[config.mk]
export PLATFORM = sky130hd
export DESIGN_NAME = absdiff_serial_flat
export DESIGN_NICKNAME = d
export VERILOG_FILES = /design/src/rtl/absdiff_serial_if.sv /design/src/rtl/absdiff_serial.sv /design/src/flat_wrapper.sv
export SDC_FILE = /design/constraint.sdc
export NUM_CORES = 1
export LEC_CHECK = 0
export CAP_MARGIN = 20
export CORE_MARGIN = 5
export CORE_UTILIZATION = 45
export CTS_CLUSTER_SIZE = 25
export DETAILED_ROUTE_END_ITERATION = 16
export PLACE_DENSITY_LB_ADDON = 0.1
export SLEW_MARGIN = 20
export SYNTH_ARGS = -nofsm -noshare
export SYNTH_HDL_FRONTEND = slang
export SYNTH_SLANG_ARGS = --single-unit
[constraint.sdc]
create_clock -name clk -period 2.81 [get_ports clk]
set_input_delay 0.843 -clock clk [delete_from_list [all_inputs] [get_ports clk]]
set_output_delay 0.843 -clock clk [all_outputs]
set_load 0.02 [all_outputs]
[src/rtl/absdiff_serial_if.sv]
// absdiff_serial_if: handshake/data bundle for the bit-serial absolute-difference unit.
//   in_val/in_rdy/in_a/in_b       : operand request channel
//   out_val/out_rdy/out_diff/
//   out_gt/out_eq                 : result channel
// master: the client (drives operands, accepts results); slave: the unit.
interface absdiff_serial_if #(
    parameter int unsigned nbits = 8
);
    logic             in_val;
    logic             in_rdy;
    logic [nbits-1:0] in_a;
    logic [nbits-1:0] in_b;
    logic             out_val;
    logic             out_rdy;
    logic [nbits-1:0] out_diff;
    logic             out_gt;
    logic             out_eq;

    modport master (
        output in_val, in_a, in_b, out_rdy,
        input  in_rdy, out_val, out_diff, out_gt, out_eq
    );

    modport slave (
        input  in_val, in_a, in_b, out_rdy,
        output in_rdy, out_val, out_diff, out_gt, out_eq
    );
endinterface

[src/rtl/absdiff_serial.sv]
// absdiff_serial: bit-serial |A-B| unit.
//   Compares A and B MSB-first one bit per cycle (comparator recurrence on
//   done/gt), then subtracts the smaller from the larger LSB-first with a
//   1-bit borrow. One transaction in flight, val/rdy on both sides.
// Ports:
//   clk  - clock, all state on rising edge
//   rst  - synchronous active-high reset
//   bus  - absdiff_serial_if.slave (in_val/in_rdy/in_a/in_b,
//          out_val/out_rdy/out_diff/out_gt/out_eq)
// Build option:
//   ABSDIFF_SERIAL_EARLY_EXIT_EN - leave the compare phase as soon as the
//   first differing bit is seen (results unchanged, latency shrinks).
module absdiff_serial #(
    parameter int unsigned nbits = 8
) (
    input logic            clk,
    input logic            rst,
    absdiff_serial_if.slave bus
);
    localparam int unsigned IW = $clog2(nbits);

    typedef enum logic [1:0] {IDLE, CMP, SUB, DONE} state_t;

    state_t           state;
    logic [nbits-1:0] a;
    logic [nbits-1:0] b;
    logic [IW-1:0]    idx;
    logic             done;
    logic             gt;
    logic             borrow;
    logic             rdy;
    logic             val;
    logic [nbits-1:0] diff;
    logic             gt_o;
    logic             eq_o;

    logic a_bit, b_bit;
    logic done_n, gt_n, leave_cmp;
    logic l_bit, s_bit, sub_bit, borrow_n;

    always_comb begin
        a_bit  = a[idx];
        b_bit  = b[idx];
        done_n = done | (a_bit ^ b_bit);
        gt_n   = gt | (~done & a_bit & ~b_bit);
`ifdef ABSDIFF_SERIAL_EARLY_EXIT_EN
        leave_cmp = (idx == '0) || done_n;
`else
        leave_cmp = (idx == '0);
`endif
        // gt is final once SUB starts, so it selects the larger operand.
        l_bit    = gt ? a_bit : b_bit;
        s_bit    = gt ? b_bit : a_bit;
        sub_bit  = l_bit ^ s_bit ^ borrow;
        borrow_n = (~l_bit & s_bit) | (~(l_bit ^ s_bit) & borrow);
    end

    always_ff @(posedge clk) begin
        if (rst) begin
            state  <= IDLE;
            a      <= '0;
            b      <= '0;
            idx    <= '0;
            done   <= 1'b0;
            gt     <= 1'b0;
            borrow <= 1'b0;
            rdy    <= 1'b0;
            val    <= 1'b0;
            diff   <= '0;
            gt_o   <= 1'b0;
            eq_o   <= 1'b0;
        end else begin
            case (state)
                IDLE: begin
                    rdy <= 1'b1;
                    if (bus.in_val && rdy) begin
                        a     <= bus.in_a;
                        b     <= bus.in_b;
                        idx   <= IW'(nbits - 1);
                        done  <= 1'b0;
                        gt    <= 1'b0;
                        rdy   <= 1'b0;
                        state <= CMP;
                    end
                end
                CMP: begin
                    done <= done_n;
                    gt   <= gt_n;
                    if (leave_cmp) begin
                        idx    <= '0;
                        borrow <= 1'b0;
                        state  <= SUB;
                    end else begin
                        idx <= idx - IW'(1);
                    end
                end
                SUB: begin
                    // LSB-first result bits enter at the MSB end; after nbits
                    // shifts bit 0 of the result sits at bit 0.
                    diff   <= {sub_bit, diff[nbits-1:1]};
                    borrow <= borrow_n;
                    if (idx == IW'(nbits - 1)) begin
                        val   <= 1'b1;
                        gt_o  <= gt;
                        eq_o  <= ~done;
                        state <= DONE;
                    end else begin
                        idx <= idx + IW'(1);
                    end
                end
                DONE: begin
                    if (bus.out_rdy) begin
                        val   <= 1'b0;
                        rdy   <= 1'b1;
                        state <= IDLE;
                    end
                end
                default: state <= IDLE;
            endcase
        end
    end

    assign bus.in_rdy   = rdy;
    assign bus.out_val  = val;
    assign bus.out_diff = diff;
    assign bus.out_gt   = gt_o;
    assign bus.out_eq   = eq_o;
endmodule
[src/flat_wrapper.sv]
// flat-port wrapper written by rule: the top's interface ports become plain ports
module absdiff_serial_flat 
#(
    parameter int unsigned nbits = 8
)
  (clk, rst, bus_in_val, bus_in_a, bus_in_b, bus_out_rdy, bus_in_rdy, bus_out_val, bus_out_diff, bus_out_gt, bus_out_eq);
  absdiff_serial_if #(.nbits(nbits)) bus_i ();
  input logic clk;
  input logic rst;
  input wire logic [$bits(bus_i.in_val)-1:0] bus_in_val;
  input wire logic [$bits(bus_i.in_a)-1:0] bus_in_a;
  input wire logic [$bits(bus_i.in_b)-1:0] bus_in_b;
  input wire logic [$bits(bus_i.out_rdy)-1:0] bus_out_rdy;
  output wire logic [$bits(bus_i.in_rdy)-1:0] bus_in_rdy;
  output wire logic [$bits(bus_i.out_val)-1:0] bus_out_val;
  output wire logic [$bits(bus_i.out_diff)-1:0] bus_out_diff;
  output wire logic [$bits(bus_i.out_gt)-1:0] bus_out_gt;
  output wire logic [$bits(bus_i.out_eq)-1:0] bus_out_eq;
  assign bus_i.in_val = bus_in_val;
  assign bus_i.in_a = bus_in_a;
  assign bus_i.in_b = bus_in_b;
  assign bus_i.out_rdy = bus_out_rdy;
  assign bus_in_rdy = bus_i.in_rdy;
  assign bus_out_val = bus_i.out_val;
  assign bus_out_diff = bus_i.out_diff;
  assign bus_out_gt = bus_i.out_gt;
  assign bus_out_eq = bus_i.out_eq;
  absdiff_serial #(.nbits(nbits)) u_core (.clk(clk), .rst(rst), .bus(bus_i));
endmodule
# Word level (Yosys, flattened, before mapping)
# Index checks and enable logic that the tools add are counted.
# W data, S select, Z words.
# op_classes
n_lt_le_gt_ge	1
n_mux	26
n_eq_ne	9
n_reduce_logical	16
n_addsub	2
n_bitwise	14
# ops
operator	count
$mux W1	10
$pmux W1 S2	5
$reduce_and A2 Y1	5
$mux W3	3
$pmux W3 S3	1
$mux W2	4
$pmux W2 S4	1
$reduce_bool A2 Y1	4
$bmux W1 S3	2
$ne A2 B1 Y1 const B	3
$reduce_and A3 Y1	2
$and A1 B1 Y1	4
$eq A2 B2 Y1 const B	2
$lt A3 B4 Y1 const B	1
$ne A2 B2 Y1 const B	2
$not A1 Y1	4
$reduce_and A4 Y1	1
$add A3 B1 Y3 const B	1
$eq A3 B3 Y1 const B	1
$logic_not A3 Y1	1
$or A1 B1 Y1	3
$reduce_bool A3 Y1	1
$sub A3 B1 Y3 const B	1
$xor A1 B1 Y1	3
other kinds (3)	3
# word_totals
input_bits	20
wordCells	80
ff_bits	36
out_inout_bits	12

# Logic depth before layout (Yosys ltp)
# Gate-level depths: netlist of run 1.
# depth
ltp_word	8
ltp_mapped	8
depth_no_buf	7

# Worst setup path before layout of run 1
# OpenSTA, ideal clock, no wires.
# synth_timing
path_kind	register to register
startpoint	register u_core.idx[1]
endpoint	register u_core.diff[7] (netlist: u_core.bus.out_diff[7])
synth_period_minus_slack_ns	2.179
setup_time_ns	0.086
path_buffers	0
path_stages_with_launch	6
slack_ns	0.631
required_ns	2.724
t_arrival_ns	2.093
cell_sequence	dfxtp_1 > mux4_1 > mux2_2 > a21oi_1 > fa_1 > a211oi_1
# synth_between
elab_chain_len	5
word_cells_on_any_way	8
cone_classes	mux (6); bitwise (2)
# synth_lines
element	line	rtl
start: declaration	absdiff_serial.sv:27	logic [IW-1:0] idx;
start signal: assignment	absdiff_serial.sv:79	idx <= IW'(nbits - 1);
start signal: assignment	absdiff_serial.sv:94	idx <= idx - IW'(1);
start signal: assignment	absdiff_serial.sv:108	idx <= idx + IW'(1);
$bmux W1 S3, on equally long branches	absdiff_serial.sv:43, absdiff_serial.sv:42	
$mux W1, on equally long branches	absdiff_serial.sv:43, absdiff_serial.sv:42	
$mux W1, on equally long branches	absdiff_serial.sv:52, absdiff_serial.sv:53	
$xor A1 B1 Y1 (*) (2 in a row)	absdiff_serial.sv:54	sub_bit = l_bit ^ s_bit ^ borrow;
end signal: assignment	absdiff_serial.sv:100	diff <= {sub_bit, diff[nbits-1:1]};
end: declaration	absdiff_serial.sv:33	logic [nbits-1:0] diff;
# Mark *: on every way between the ends. The rest lies on a longest branch, timed or not. The select of a mux whose other input is x is not followed.
# A chain may end at the register's enable or synchronous reset.

# Worst setup path in the final report of run 1
# layout_timing
startpoint	register u_core.idx[0]
endpoint	register u_core.diff[7] (netlist: u_core.bus.out_diff[7])
# The elaborated chain is that of the path after synthesis.

==> key figures, run 1 <==
Run status
  – Status: complete, no violations

Timing
  – Post-route minimum period: 2.324 ns
  – Max Clock Skew: 0.008134 ns
  – Final TNS setup: 0 ns
  – RSZ-0062 raised after global routing: no
  – Worst hold slack: 0.4535 ns
  – Setup Viol. Count Final: 0
  – Slew Limit Fails: 0
  – Final hold violations: 0
  – Worst-Margin Slew: 0.4712 ns
  – Max-slew headroom: 68.59%
  – Top achievable clock speed: 430.4 MHz
  – Period utilization: 82.69%

Cells and area
  – Fraction of layout cells with a size suffix above 1: 8.000%
  – Final core occ: 58.78%
  – Non-filler instance count after layout: 273
  – Area growth syn-to-layout: 25.73%
  – # fillers: 348
  – Final net count: 254
  – Ant diodes: 0

Place
  – Global placement routability congestion: 0.7874
  – Hpwl dp: 2726 um
  – Placed Instances: 265
  – PortBufs: 31

Global route
  – Largest net degree at the start of global routing: 21
  – Total GRT Usage: 15.34%
  – Met2 Use GR: 27.04%
  – Vias in the first global route: 1372
  – Grt met3 use: 3.366%
  – M1 GR Usage: 17.89%
  – First-pass GRT wire length: 6168 um
  – Total gr overflow: 0
  – Antenna violations before repair: 0
  – GR peak layer: met2

Critical path
  – Crit Path Max Fanout: 7
  – Crit start category: flip-flop
  – Required time of the critical path: 3.01 ns
  – Crit end category: flip-flop
  – Arrival @ worst endpoint: 2.52 ns
  – Kind of critical path: flip-flop to flip-flop

Floorplan
  – Height of the chip: 71.68 um
  – Total Die Area: 5137 um2
  – Initial Util: 46.75%
  – Core region area: 3661 um2
  – Ports: 32
  – Row count: 22
  – DIE WIDTH: 71.68 um

Synth
  – Synthesized netlist cell count: 190
  – Sequential area share after synthesis: 42.11%
  – Yosys reg bits: 36
  – Synth async-reset ratio: 0%
  – Synth top area cells: dfxtp_1 42%, nand2_1 8.1%, a21oi_1 7.0%
  – Average size of a mapped cell: 9.009 um2
  – Top_reg_cell synth: dfxtp_1
  – Post-synthesis cell area: 1712 um2
  – Post-synth top area cell: dfxtp_1
  – Synth Warn #: 0
  – Post-synth EDFFs: 0
  – Post-Syn Nets: 220
  – Share of the synthesized area in the top cell type: 42.11%
  – Yosys cell types: 32

Detailed routing
  – WL/cell: 13.28 um
  – Number of vias per cell: 5.073
  – DRC: 0
  – Antenna-violating nets left: 0
  – First-pass DRT Iterations: 4
  – DRT iter0 DRCs: 43
  – Vias: 1385
  – WL final: 3626 um

CTS
  – CTS Buf Count: 5
  – Post-CTS Hold Buffers: 0
  – Resize count post-CTS: 0
  – Clk buf depth: 2
  – Clock sinks: 36
  – Post-CTS setup buffer count: 0
  – CTS tree: built
  – Clock Pin Slew Worst Setup and Hold Paths: 0.06 ns
  – H-Tree Depth: 2
  – CTS root buffer: clkbuf_8
  – Skew-Pair Late Insertion Delay: 0.29 ns

Run
  – Maxcap violations: 0

Power
  – Max VDD drop: 0.5087 mV
  – Lkg Pwr: 0.8059 nW
  – PwrDens: 779.5 nW/um2

Worst hold path
  – Hold Crit Class: flip-flop to flip-flop
## through the flow
stage | cell area (um2) | setup WS (ns) | total power, mW
after floorplan | 1712 | 0.6310 | 1.142
after global placement | 2062 | 0.4758 | 1.287
after detailed placement | 2062 | 0.4220 | 1.315
after CTS | 2152 | 0.4740 | 1.691
after global routing | 2152 | 0.2677 | 1.802
final | 2152 | 0.4865 | 1.677
## Yosys cell counts (2+ instances only)
| cell | instances |
|---|---|
| nand2_1 | 37 |
| dfxtp_1 | 36 |
| a21oi_1 | 24 |
| nor2_1 | 24 |
| ha_1 | 9 |
| inv_1 | 9 |
| mux2i_1 | 8 |
| clkbuf_1 | 6 |
| a211oi_1 | 3 |
| mux4_1 | 3 |
| nor2b_1 | 3 |
| o21ai_0 | 3 |
| a22oi_1 | 2 |
| a311oi_1 | 2 |
| clkbuf_8 | 2 |
| mux2_2 | 2 |
| nand3_1 | 2 |
## state kept, by name (all words and copies together) (netlist names)
| name | count |
|---|---|
| u_core.a | 8 |
| u_core.b | 8 |
| u_core.borrow | 1 |
| u_core.bus.in_rdy | 1 |
| u_core.bus.out_diff | 8 |
| u_core.bus.out_eq | 1 |
| u_core.bus.out_gt | 1 |
| u_core.bus.out_val | 1 |
| u_core.done | 1 |
| u_core.gt | 1 |
| u_core.idx | 3 |
| u_core.state | 2 |
## power breakdown
group	internal (mW)	switching [mW]	total (mW)	leakage [nW]
clock network	0.200	0.170	0.369	0.0455
registers	0.586	0.0741	0.660	0.293
logic	0.300	0.348	0.648	0.468
## cell families (layout without fill, tap and decap cells)
| family | count (synthesis) | count (layout) | share of synthesized area (%) |
|---|---|---|---|
| simple gates | 69 | 69 | 16.30 |
| compound gates | 40 | 40 | 14.33 |
| flops | 36 | 36 | 42.11 |
| buf+inv | 19 | 54 | 5.775 |
| mux | 15 | 15 | 13.23 |
| fa+ha+maj | 10 | 10 | 7.749 |
| xor+xnor | 1 | 1 | 0.5118 |
## cells in the final DEF, fill, tap and decap left out
| master | count |
|---|---|
| dfxtp_1 | 36 |
| a311oi_1 | 2 |
| a221oi_1 | 1 |
| fa_1 | 1 |
| a2111oi_2 | 1 |
| mux2_2 | 2 |
| buf_4 | 6 |
| nor2b_1 | 3 |
| a22oi_1 | 2 |
| ha_1 | 9 |
| mux2i_4 | 1 |
| mux4_1 | 3 |
| mux4_2 | 1 |
| o21ai_0 | 3 |
| clkbuf_8 | 6 |
| a211oi_1 | 3 |
| clkdlybuf4s50_1 | 31 |
| xnor2_1 | 1 |
| mux2i_1 | 8 |
| nor2_1 | 24 |
| and3_1 | 1 |
| nand2_1 | 37 |
| a41oi_1 | 1 |
| o22ai_1 | 1 |
| clkbuf_1 | 2 |
| a21boi_0 | 1 |
| a22o_1 | 1 |
| nand3_1 | 2 |
| inv_1 | 9 |
| a21oi_1 | 24 |
| nand3b_1 | 1 |
| and2_2 | 1 |
## path summary, 6_finish.rpt
check	endpoint	start	cells after the start	slack, ns
worst max register to register	u_core.bus.out_diff[7]$_SDFFE_PP0P_	u_core.idx[0]$_SDFFE_PP0P_	6	0.49
worst min register to register	u_core.a[7]$_SDFFE_PP0P_	u_core.a[7]$_SDFFE_PP0P_	2	0.45
worst max-delay path	u_core.bus.out_diff[7]$_SDFFE_PP0P_	u_core.idx[0]$_SDFFE_PP0P_	6	0.49
worst min-delay path	u_core.a[7]$_SDFFE_PP0P_	u_core.a[7]$_SDFFE_PP0P_	2	0.45
## worst max-delay path, cell delays in order, from the launching register on
cell      delay, ns
dfxtp_1        0.48
mux4_1         0.65
mux2i_4        0.22
nor2_1         0.06
a21oi_1        0.17
fa_1           0.43
a211oi_1       0.23
## final cells by class
cell class | count | area, um2 | share of cell area (%)
inverter | 9 | 33.78 | 1.570
tap | 48 | 60.06 | 2.791
timing repair buffer | 37 | 355.3 | 16.51
clock buffer | 8 | 90.09 | 4.186
sequential | 36 | 720.7 | 33.49
multi-input combinational | 135 | 892.1 | 41.45
## per-layer routing
metal  vias to the layer above  wire (um)
met1                       642       1626
li1                        716          -
met2                        19       1808
met3                         8        123
met5                         -          0
met4                         0         67
Power figures use the tool's default switching activity.
==> inputs of run 2 (changes only) <==
==> constraint.sdc (replaced) <==
create_clock -name clk -period 2.09 [get_ports clk]
set_input_delay 0.627 -clock clk [delete_from_list [all_inputs] [get_ports clk]]
set_output_delay 0.627 -clock clk [all_outputs]
set_load 0.02 [all_outputs]
==> key figures, run 2 (synthesis results as in run 1) <==
Run status
  – Status: complete, no violations

Critical path
  – Required time of the critical path: 2.31 ns (-0.70 ns)
  – Crit start category: flip-flop
  – Kind of critical path: flip-flop to flip-flop
  – Crit end category: flip-flop
  – Worst R2R Path Depth: 5 (-1)
  – Arrival @ worst endpoint: 2.27 ns (-0.25 ns)
  – R2R Path Start: u_core.idx[0]$_SDFFE_PP0P_
  – Crit Path Max Fanout: 5 (-2)
  – FF-to-FF setup slack: 0.04 ns (-0.45 ns)
  – Worst r2r dst: u_core.bus.out_diff[7]$_SDFFE_PP0P_

Detailed routing
  – First-pass DRT Iterations: 4 (unchanged)
  – DRT iter0 DRCs: 68 (+58%)
  – WL final: 3874 um (+6.8%)
  – Antenna-violating nets left: 0 (unchanged)
  – Number of vias per cell: 5.219 (+2.9%)
  – WL/cell: 13.94 um (+4.9%)
  – Vias: 1451 (+4.8%)
  – DRC: 0 (unchanged)

Global route
  – Antenna violations before repair: 0 (unchanged)
  – Total GRT Usage: 16.89% (+1.6 points)
  – Vias in the first global route: 1474 (+7.4%)
  – First-pass GRT wire length: 6775 um (+9.8%)
  – Total gr overflow: 0 (unchanged)
  – Largest net degree at the start of global routing: 24 (+14%)

Run
  – Maxcap violations: 0 (unchanged)

CTS
  – Clock Pin Slew Worst Setup and Hold Paths: 0.07 ns (about the same)
  – Post-CTS Hold Buffers: 0 (unchanged)
  – Skew-Pair Late Insertion Delay: 0.29 ns (about the same)
  – Clk buf depth: 2 (unchanged)
  – CTS tree: built
  – CTS Buf Count: 5 (unchanged)
  – Post-CTS setup buffer count: 0 (unchanged)
  – CTS root buffer: clkbuf_8
  – Clock sinks: 36 (unchanged)
  – H-Tree Depth: 2 (unchanged)

Power
  – Lkg Pwr: 0.8355 nW (+3.7%)
  – Cell internal pwr: 1.590 mW (+46%)
  – Comb power frac: 38.9% (+0.3 points)
  – P_sw: 859.0 uW (+45%)
  – Part of the power in registers: 36.2% (-3.2 points)
  – Max VDD drop: 0.5421 mV (+6.6%)
  – Clock network fraction of total power: 25.0% (+3.0 points)
  – PwrDens: 1099 nW/um2 (+41%)
  – Total Power: 2.449 mW (+46%)
  – Sw Share: 35.07% (-0.21 points)

Place
  – Hpwl dp: 2958 um (+8.5%)
  – DP Worst Slack: -0.1319 ns (-0.5539 ns)
  – Global placement routability congestion: 0.8196 (+4.1%)
  – PortBufs: 31 (unchanged)

Timing
  – Worst-Margin Slew: 0.4627 ns (-0.008552 ns)
  – Period utilization: 98.23% (+16 points)
  – Post-route minimum period: 2.053 ns (-0.2705 ns)
  – Worst hold slack: 0.4611 ns (+0.007561 ns)
  – Final hold violations: 0 (unchanged)
  – Slew Limit Fails: 0 (unchanged)
  – Post-route setup slack: 0.03701 ns (-0.4495 ns)
  – Final TNS setup: 0 ns (unchanged)
  – Max Clock Skew: 0.006333 ns (-0.001801 ns)
  – Top achievable clock speed: 487.1 MHz (+13%)
  – Setup Viol. Count Final: 0 (unchanged)
  – Max-slew headroom: 69.10% (+0.51 points)
  – RSZ-0062 raised after global routing: yes

Floorplan
  – Initial Util: 46.75% (unchanged)
  – Height of the chip: 71.68 um (unchanged)
  – DIE WIDTH: 71.68 um (unchanged)
  – Total Die Area: 5137 um2 (unchanged)
  – Row count: 22 (unchanged)
  – Core region area: 3661 um2 (unchanged)
  – Ports: 32 (unchanged)

Worst hold path
  – Worst hold start: u_core.a[5]$_SDFFE_PP0P_
  – Hold Crit Class: flip-flop to flip-flop
  – Hold EP: u_core.a[5]$_SDFFE_PP0P_
  – Hold path cells: 2 (unchanged)

Cells and area
  – Area growth syn-to-layout: 30.19%
  – Area of the multi-input gates: 904.6 um2 (+1.4%)
  – Final net count: 259 (+2.0%)
  – Final core occ: 60.87% (+2.1 points)
  – # fillers: 313 (-10%)
  – Fraction of layout cells with a size suffix above 1: 13.91% (+5.9 points)
  – Most frequent cells in the layout: 37 x nand2_1, 34 x dfxtp_1, 31 x clkdlybuf4s50_1
  – Most common cell after layout, fill and taps aside: nand2_1
  – Ant diodes: 0 (unchanged)
  – Reg area: 725.7 um2 (+0.69%)
==> run 2: cell count changes in the layout (fill, tap and decap cells not counted), sizes merged <==
cell and delta:
clkinvlp +1, buf +5, bufinv +1, clkinv +1
clkbuf -3
==> run 2: layout make-up <==
| cell class | count | area share, % |
|---|---|---|
| Clock buffer | 5 | 3.088 |
| Clock inverter | 3 | 1.909 |
| Inverter | 9 | 1.516 |
| Multi-Input combinational cell | 135 | 40.60 |
| Sequential cell | 36 | 32.57 |
| Tap cell | 48 | 2.695 |
| Timing Repair Buffer | 42 | 17.63 |
==> run 2: metrics by stage <==
| stage | instance area, um2 | cells |
|---|---|---|
| 2_1_floorplan | 1713 | 190 |
| 3_3_place_gp | 2101 | 270 |
| 3_5_place_dp | 2101 | 270 |
| 4_1_cts | 2218 | 278 |
| 5_1_grt | 2228 | 278 |
| 6_report | 2228 | 278 |
==> run 2: worst max path at each step <==
| stage | cells after the start | from | slack (ns) | end |
|---|---|---|---|---|
| finish | 5 | u_core.idx[0]$_SDFFE_PP0P_ | 0.04 | u_core.bus.out_diff[7]$_SDFFE_PP0P_ |
| global route | 5 | u_core.idx[0]$_SDFFE_PP0P_ | -0.08 | u_core.bus.out_diff[7]$_SDFFE_PP0P_ |
| CTS | 6 | u_core.idx[0]$_SDFFE_PP0P_ | 0.02 | u_core.bus.out_diff[7]$_SDFFE_PP0P_ |
| detailed placement | 6 | u_core.idx[0]$_SDFFE_PP0P_ | -0.13 | u_core.bus.out_diff[7]$_SDFFE_PP0P_ |
| global placement | 5 | bus_in_val | -0.04 | u_core.state[1]$_SDFFE_PP0P_ |
| floorplan | 6 | u_core.idx[0]$_SDFFE_PP0P_ | 0.008 | u_core.bus.out_diff[7]$_SDFFE_PP0P_ |
==> run 2: layer usage <==
layer  share of wire (%)  track usage (%)  up-vias
met5                   0                0        -
met4                 2.9            8.559        0
met3                 5.3            5.330       10
met2                  49            27.14       31
met1                  43            20.22      688
li1                    -                -      722
==> run 2: worst max-delay path, stage by stage, from the launching register on <==
cell,delay [ns]
dfxtp_4,0.39
mux4_2,0.50
mux2_4,0.30
a21oi_2,0.16
fa_1,0.44
a211oi_2,0.18
==> run 2: repair_timing <==
action / in CTS / in global routing
gates resized for setup: 3 / 2
setup endpoints to repair: 3 / 2
pin swaps: 1 / 0
==> run 2: power by group through the flow <==
stage	sequential, mW	combinational (mW)	clock (mW)
floorplan	0.885	0.663	0
global placement	0.888	0.892	0
global route	0.902	1.06	0.654
detailed placement	0.897	0.940	0
CTS	0.886	0.946	0.628
finish	0.886	0.952	0.612
